--- src/rtl/pipe_stage_chain.sv ---
// Parametrised pipeline register chain.
// Each stage has a valid bit and uses a valid/ready handshake.
// Any stage can be frozen (stall) or flushed (bubble insert).
// An empty stage always takes new data unless frozen, so bubbles collapse under backpressure.
// Ready travels combinationally from out_ready back to in_ready.
module pipe_stage_chain #(
   parameter int WIDTH = 32,
   parameter int DEPTH = 5,
   parameter int CNT_W = 16
) (
   input  logic                         clk,
   input  logic                         rst,
   input  logic                         in_valid,
   input  logic [WIDTH-1:0]             in_data,
   output logic                         in_ready,
   input  logic [DEPTH-1:0]             freeze,
   input  logic [DEPTH-1:0]             flush,
   output logic                         out_valid,
   output logic [WIDTH-1:0]             out_data,
   input  logic                         out_ready,
   output logic [DEPTH-1:0]             stage_valid,
   output logic [$clog2(DEPTH+1)-1:0]   occupancy,
   output logic [CNT_W-1:0]             drop_cnt
);

   localparam int OCC_W = $clog2(DEPTH+1);
   localparam int INC_W = $clog2(2*DEPTH+1);
   localparam int SUM_W = CNT_W + INC_W;

   logic [DEPTH-1:0] valid;
   logic [WIDTH-1:0] data [DEPTH];

   logic [DEPTH:0]   acc;
   logic [DEPTH-1:0] go;
   logic [DEPTH-1:0] src_v;
   logic [WIDTH-1:0] src_d [DEPTH];
   logic [INC_W-1:0] drop_inc;
   logic [SUM_W-1:0] drop_sum;
   logic [CNT_W-1:0] drop_next;
   logic [OCC_W-1:0] occ;

   // Ready ripple, evaluated from the sink back to the source.
   // A flushed stage always accepts, so the stage above it can still release.
   always_comb begin
      acc        = '0;
      go         = '0;
      acc[DEPTH] = out_ready;
      for (int i = DEPTH-1; i >= 0; i--) begin
         go[i]  = valid[i] & ~freeze[i] & acc[i+1];
         acc[i] = flush[i] | (~freeze[i] & (~valid[i] | go[i]));
      end
   end

   // Source of each stage: the input port for stage 0, otherwise the releasing stage above it.
   always_comb begin
      src_v    = '0;
      src_v[0] = in_valid;
      src_d[0] = in_data;
      for (int i = 1; i < DEPTH; i++) begin
         src_v[i] = go[i-1];
         src_d[i] = data[i-1];
      end
   end

   // Count the valid entries a flush destroys:
   // - a flushed stage's own item, if it does not leave this cycle;
   // - an item that moves into a flushed stage.
   always_comb begin
      drop_inc = '0;
      for (int i = 0; i < DEPTH; i++) begin
         if (flush[i]) begin
            if (valid[i] & ~go[i])
               drop_inc = drop_inc + INC_W'(1);
            if (src_v[i])
               drop_inc = drop_inc + INC_W'(1);
         end
      end
      drop_sum  = SUM_W'(drop_cnt) + SUM_W'(drop_inc);
      drop_next = (drop_sum > SUM_W'({CNT_W{1'b1}})) ? {CNT_W{1'b1}} : drop_sum[CNT_W-1:0];
   end

   // Popcount of the registered valid bits.
   always_comb begin
      occ = '0;
      for (int i = 0; i < DEPTH; i++)
         occ = occ + OCC_W'(valid[i]);
   end

   // Stage registers and drop counter.
   // A flush wins over a freeze.
   // A stage that loads a bubble keeps its stale data.
   always_ff @(posedge clk or negedge rst) begin
      if (!rst) begin
         valid    <= '0;
         drop_cnt <= '0;
         for (int i = 0; i < DEPTH; i++)
            data[i] <= '0;
      end else begin
         for (int i = 0; i < DEPTH; i++) begin
            if (flush[i]) begin
               valid[i] <= 1'b0;
               data[i]  <= '0;
            end else if (acc[i]) begin
               valid[i] <= src_v[i];
               if (src_v[i])
                  data[i] <= src_d[i];
            end
         end
         drop_cnt <= drop_next;
      end
   end

   assign in_ready    = acc[0];
   assign out_valid   = valid[DEPTH-1] & ~freeze[DEPTH-1];
   assign out_data    = data[DEPTH-1];
   assign stage_valid = valid;
   assign occupancy   = occ;

endmodule

--- config.mk ---
export PLATFORM = sky130hd
export DESIGN_NAME = pipe_stage_chain
export DESIGN_NICKNAME = d
export VERILOG_FILES = /design/src/rtl/pipe_stage_chain.sv
export SDC_FILE = /design/constraint.sdc
export NUM_CORES = 1
export LEC_CHECK = 0
export ABC_AREA = 1
export CORE_ASPECT_RATIO = 2
export CORE_UTILIZATION = 35
export DETAILED_ROUTE_END_ITERATION = 10
export PLACE_DENSITY = 0.51
export SYNTH_ARGS = -nofsm -noshare
export SYNTH_HDL_FRONTEND = slang
export SYNTH_SLANG_ARGS = --single-unit
--- constraint.sdc ---
create_clock -name clk -period 8.67 [get_ports clk]
set_clock_uncertainty 0.05 [all_clocks]
set_input_delay 1.734 -clock clk [delete_from_list [all_inputs] [get_ports clk]]
set_output_delay 1.734 -clock clk [all_outputs]
set_load 0.03 [all_outputs]
==> qor.yml <==
final_layout:
  fin_nets: 1101
  design_area_mm2: 0.0105
  multi_input_area_mm2: 0.00296
  seq_area_mm2: 0.00453
  num_antenna_cells: 0
  area_growth_pct: 24.7
  nFillCells: 2358
  drive_above_1_share: 0.140
yosys:
  synth.area.top_cells: "dfrtp_1, inv_1, o22ai_1"
  synth_top_family_by_area: "simple AND/OR/NAND/NOR gates"
  synth_top_area_frac: 0.536
  synth-compound-area-share: 0.130
  synth_xor_area_frac: 0.0114
  yosysSeqAreaShare: 0.536
  synth_largest_area_cell: "dfrtp_1"
  synth_fa_ha_area_frac: 0.0264
  syn-num-nets: 1002
  synthMuxAreaShare: 0
  yosysWarnings: 0
  synth_seq_cells: 181
  netlist_area_mm2: 0.00845
  synthSimpleGateAreaFrac: 0.168
  synth.avg_cell_area_um2: 8.99
  yosysUniqueCellTypes: 36
  syn_inst: 940
grt:
  grt_pass1_wl_mm: 32.3
  grt_use_met1: 0.174
  grt_pass1_vias: 6517
  gr-total-overflow: 0
  met2_usage: 0.318
  grt.total_usage: 0.167
  grtUsageMet3: 0.0301
  antenna_found_initial: 0
  grt_max_degree: 73
  grt-busiest-layer: "met2"
critical_path:
  timing.critical_path.mode_cell: "nand2_1"
  crit_slowest_cell: "nor4_2"
  start_kind: "input port"
  critPathTopFamily: "simple AND/OR/NAND/NOR gates"
  worstSetupPathType: "in -> reg"
  critPathCaptureType: "register"
  required_ns: 8.94
  crit_arrival_ns: 8.28
  crit_path_max_fanout: 4
  crit_buf_inv: 6
  crit_path_max_incr_delay_ns: 0.32
timing:
  fin_tns_setup_ns: 0
  setup_viol: 0
  rsz0062_at_grt: "false"
  fmax_mhz: 125
  period_share: 0.924
  worst_slew_pin_slew_ns: 1.21
  drv_slew: 0
  setup_ws_ns: 0.657
  hold_viol: 0
  hold_ws_ns: 0.462
  period_minus_slack_ns: 8.01
  slew_headroom: 0.194
placement:
  pre_cts_slack_ns: -0.417
  hpwlAfterDp_mm: 14.5
  place_area_mm2: 0.00979
  place.gp.congestion: 0.868
  io_buffers: 103
routing:
  wl_per_cell_um: 14.5
  firstDrtPassIters: 9
  drt-initial-drc-count: 225
  via_per_inst: 4.78
  vias: 6398
  drtAntennaViolNets: 0
  wirelength_mm: 19.4
  drc: 11
cts:
  clkLatencyLatePin_ns: 0.43
  ctsRootBufferMaster: "clkbuf_16"
  htree_levels: 4
  clock-sinks: 181
  cts_made_buffers: 17
  clkTransAtPathRegs_ns: 0.07
  clk_path_buf_depth: 2
  cts_tree: "done"
  cts_hold_buf: 0
die:
  die_area_mm2: 0.0248
  dieHeight_um: 222
  coreArea_mm2: 0.0237
  initial_core_util: 0.356
  pin_count: 104
  die_x_um: 112
  rows: 80
pwr:
  p_leak_uw: 0.00487
  total_power_uw: 2070
  vdd_drop_max_v: 0.000132
  p_per_area_mw_per_mm2: 196
status:
  violations: "DRC"
  status: "complete, but fails checks"
worst_hold_path:
  min_path_type: "reg -> reg"
job:
  maxCapViolations: 0
placed cells by master, fill, tap and decap left out, types with 3 or more instances in the layout:
| master | instances |
|---|---|
| buf_4 | 49 |
| nand4_1 | 9 |
| ha_1 | 12 |
| clkinv_2 | 3 |
| nor2_2 | 6 |
| dfrtp_1 | 181 |
| o21ai_0 | 70 |
| nand2_1 | 113 |
| inv_2 | 5 |
| clkdlybuf4s50_1 | 96 |
| nor2_1 | 17 |
| nand2_4 | 9 |
| o22ai_1 | 96 |
| xnor2_1 | 5 |
| nand3_4 | 4 |
| clkbuf_16 | 17 |
| inv_6 | 3 |
| nand2_2 | 19 |
| nand3_1 | 97 |
| nor2_4 | 3 |
| a21oi_1 | 8 |
| dlymetal6s2s_1 | 6 |
| xor2_1 | 6 |
| inv_1 | 177 |
| nand3_2 | 5 |
| clkbuf_8 | 5 |
cell usage after synthesis, drive strengths merged:
cell type,n
a21boi,1
a21oi,9
a22oi,1
a31o,1
a31oi,2
buf,41
clkbuf,31
clkinv,1
dfrtp,181
fa,3
ha,13
inv,182
nand2,141
nand3,106
nand4,9
nor2,26
nor3,4
nor4,3
o21a,1
o21ai,74
o21bai,2
o22ai,96
o31ai,1
xnor2,5
xor2,6
where the power goes:
group / leakage [uW] / total, uW / internal, uW / switching, uW
clock: 0.000283 / 749 / 428 / 321
combinational: 0.00211 / 395 / 164 / 231
sequential: 0.00247 / 923 / 891 / 32.1
state kept, by name (all words and copies together), names as in the netlist:
signal       flops
data           128
out_data        32
drop_cnt        16
stage_valid      5
worst reg2reg max path, delay by kind of cell, from the launching register on:
family | cells | cell delay, ns
AND/OR/NAND/NOR | 36 | 3.29
XOR/XNOR | 1 | 0.13
buffers and inverters | 8 | 0.51
adder cells (fa/ha/maj) | 7 | 1.80
AO/OA/AOI/OAI | 7 | 0.77
flip-flops | 1 | 0.47
timing repair:
action | CTS | global route
gates resized for setup | 0 | 39
setup buffers | 0 | 3
endpoints found under the setup margin | 0 | 16
per-layer routing:
layer  vias to the layer above  wire length [um]  part of all wire
li1                       3228                 -                 -
met1                      3044              7710              0.40
met2                        96             10700              0.55
met3                        30               492             0.025
met4                         0               500             0.026
met5                         -                 0                 0
cells by family after synthesis:
family	count (synthesis)
buffers and inverters	255
AO/OA/AOI/OAI	188
flip-flops	181
XOR/XNOR	11
adder cells (fa/ha/maj)	16
AND/OR/NAND/NOR	289
path summary, 6_finish.rpt:
check / startpoint / slack [ns] / cells past startpoint / to
worst min-delay path: data[70] / 0.46 / 2 / data[38]
worst max-delay path: freeze[4] / 0.66 / 60 / drop_cnt[15]
max in group asynchronous: rst / 5.47 / 3 / data[57]
worst max register to register: stage_valid[2] / 1.54 / 59 / drop_cnt[15]
min in group asynchronous: rst / 1.27 / 1 / drop_cnt[10]
worst min register to register: data[70] / 0.46 / 2 / data[38]
cell type report:
class / instances / area share
Clock buffer: 22 / 0.0460
Multi-Input combinational cell: 504 / 0.281
Clock inverter: 10 / 0.00903
Inverter: 183 / 0.0652
Timing Repair Buffer: 152 / 0.135
Sequential cell: 181 / 0.430
Tap cell: 287 / 0.0341
metrics by stage:
stage	std cells	utilization
floorplan	940	-
global route	1339	0.444
CTS	1336	0.437
finish	1339	0.444
detailed placement	1304	0.413
global placement	1304	0.413
(Power assumes the default switching activity.)
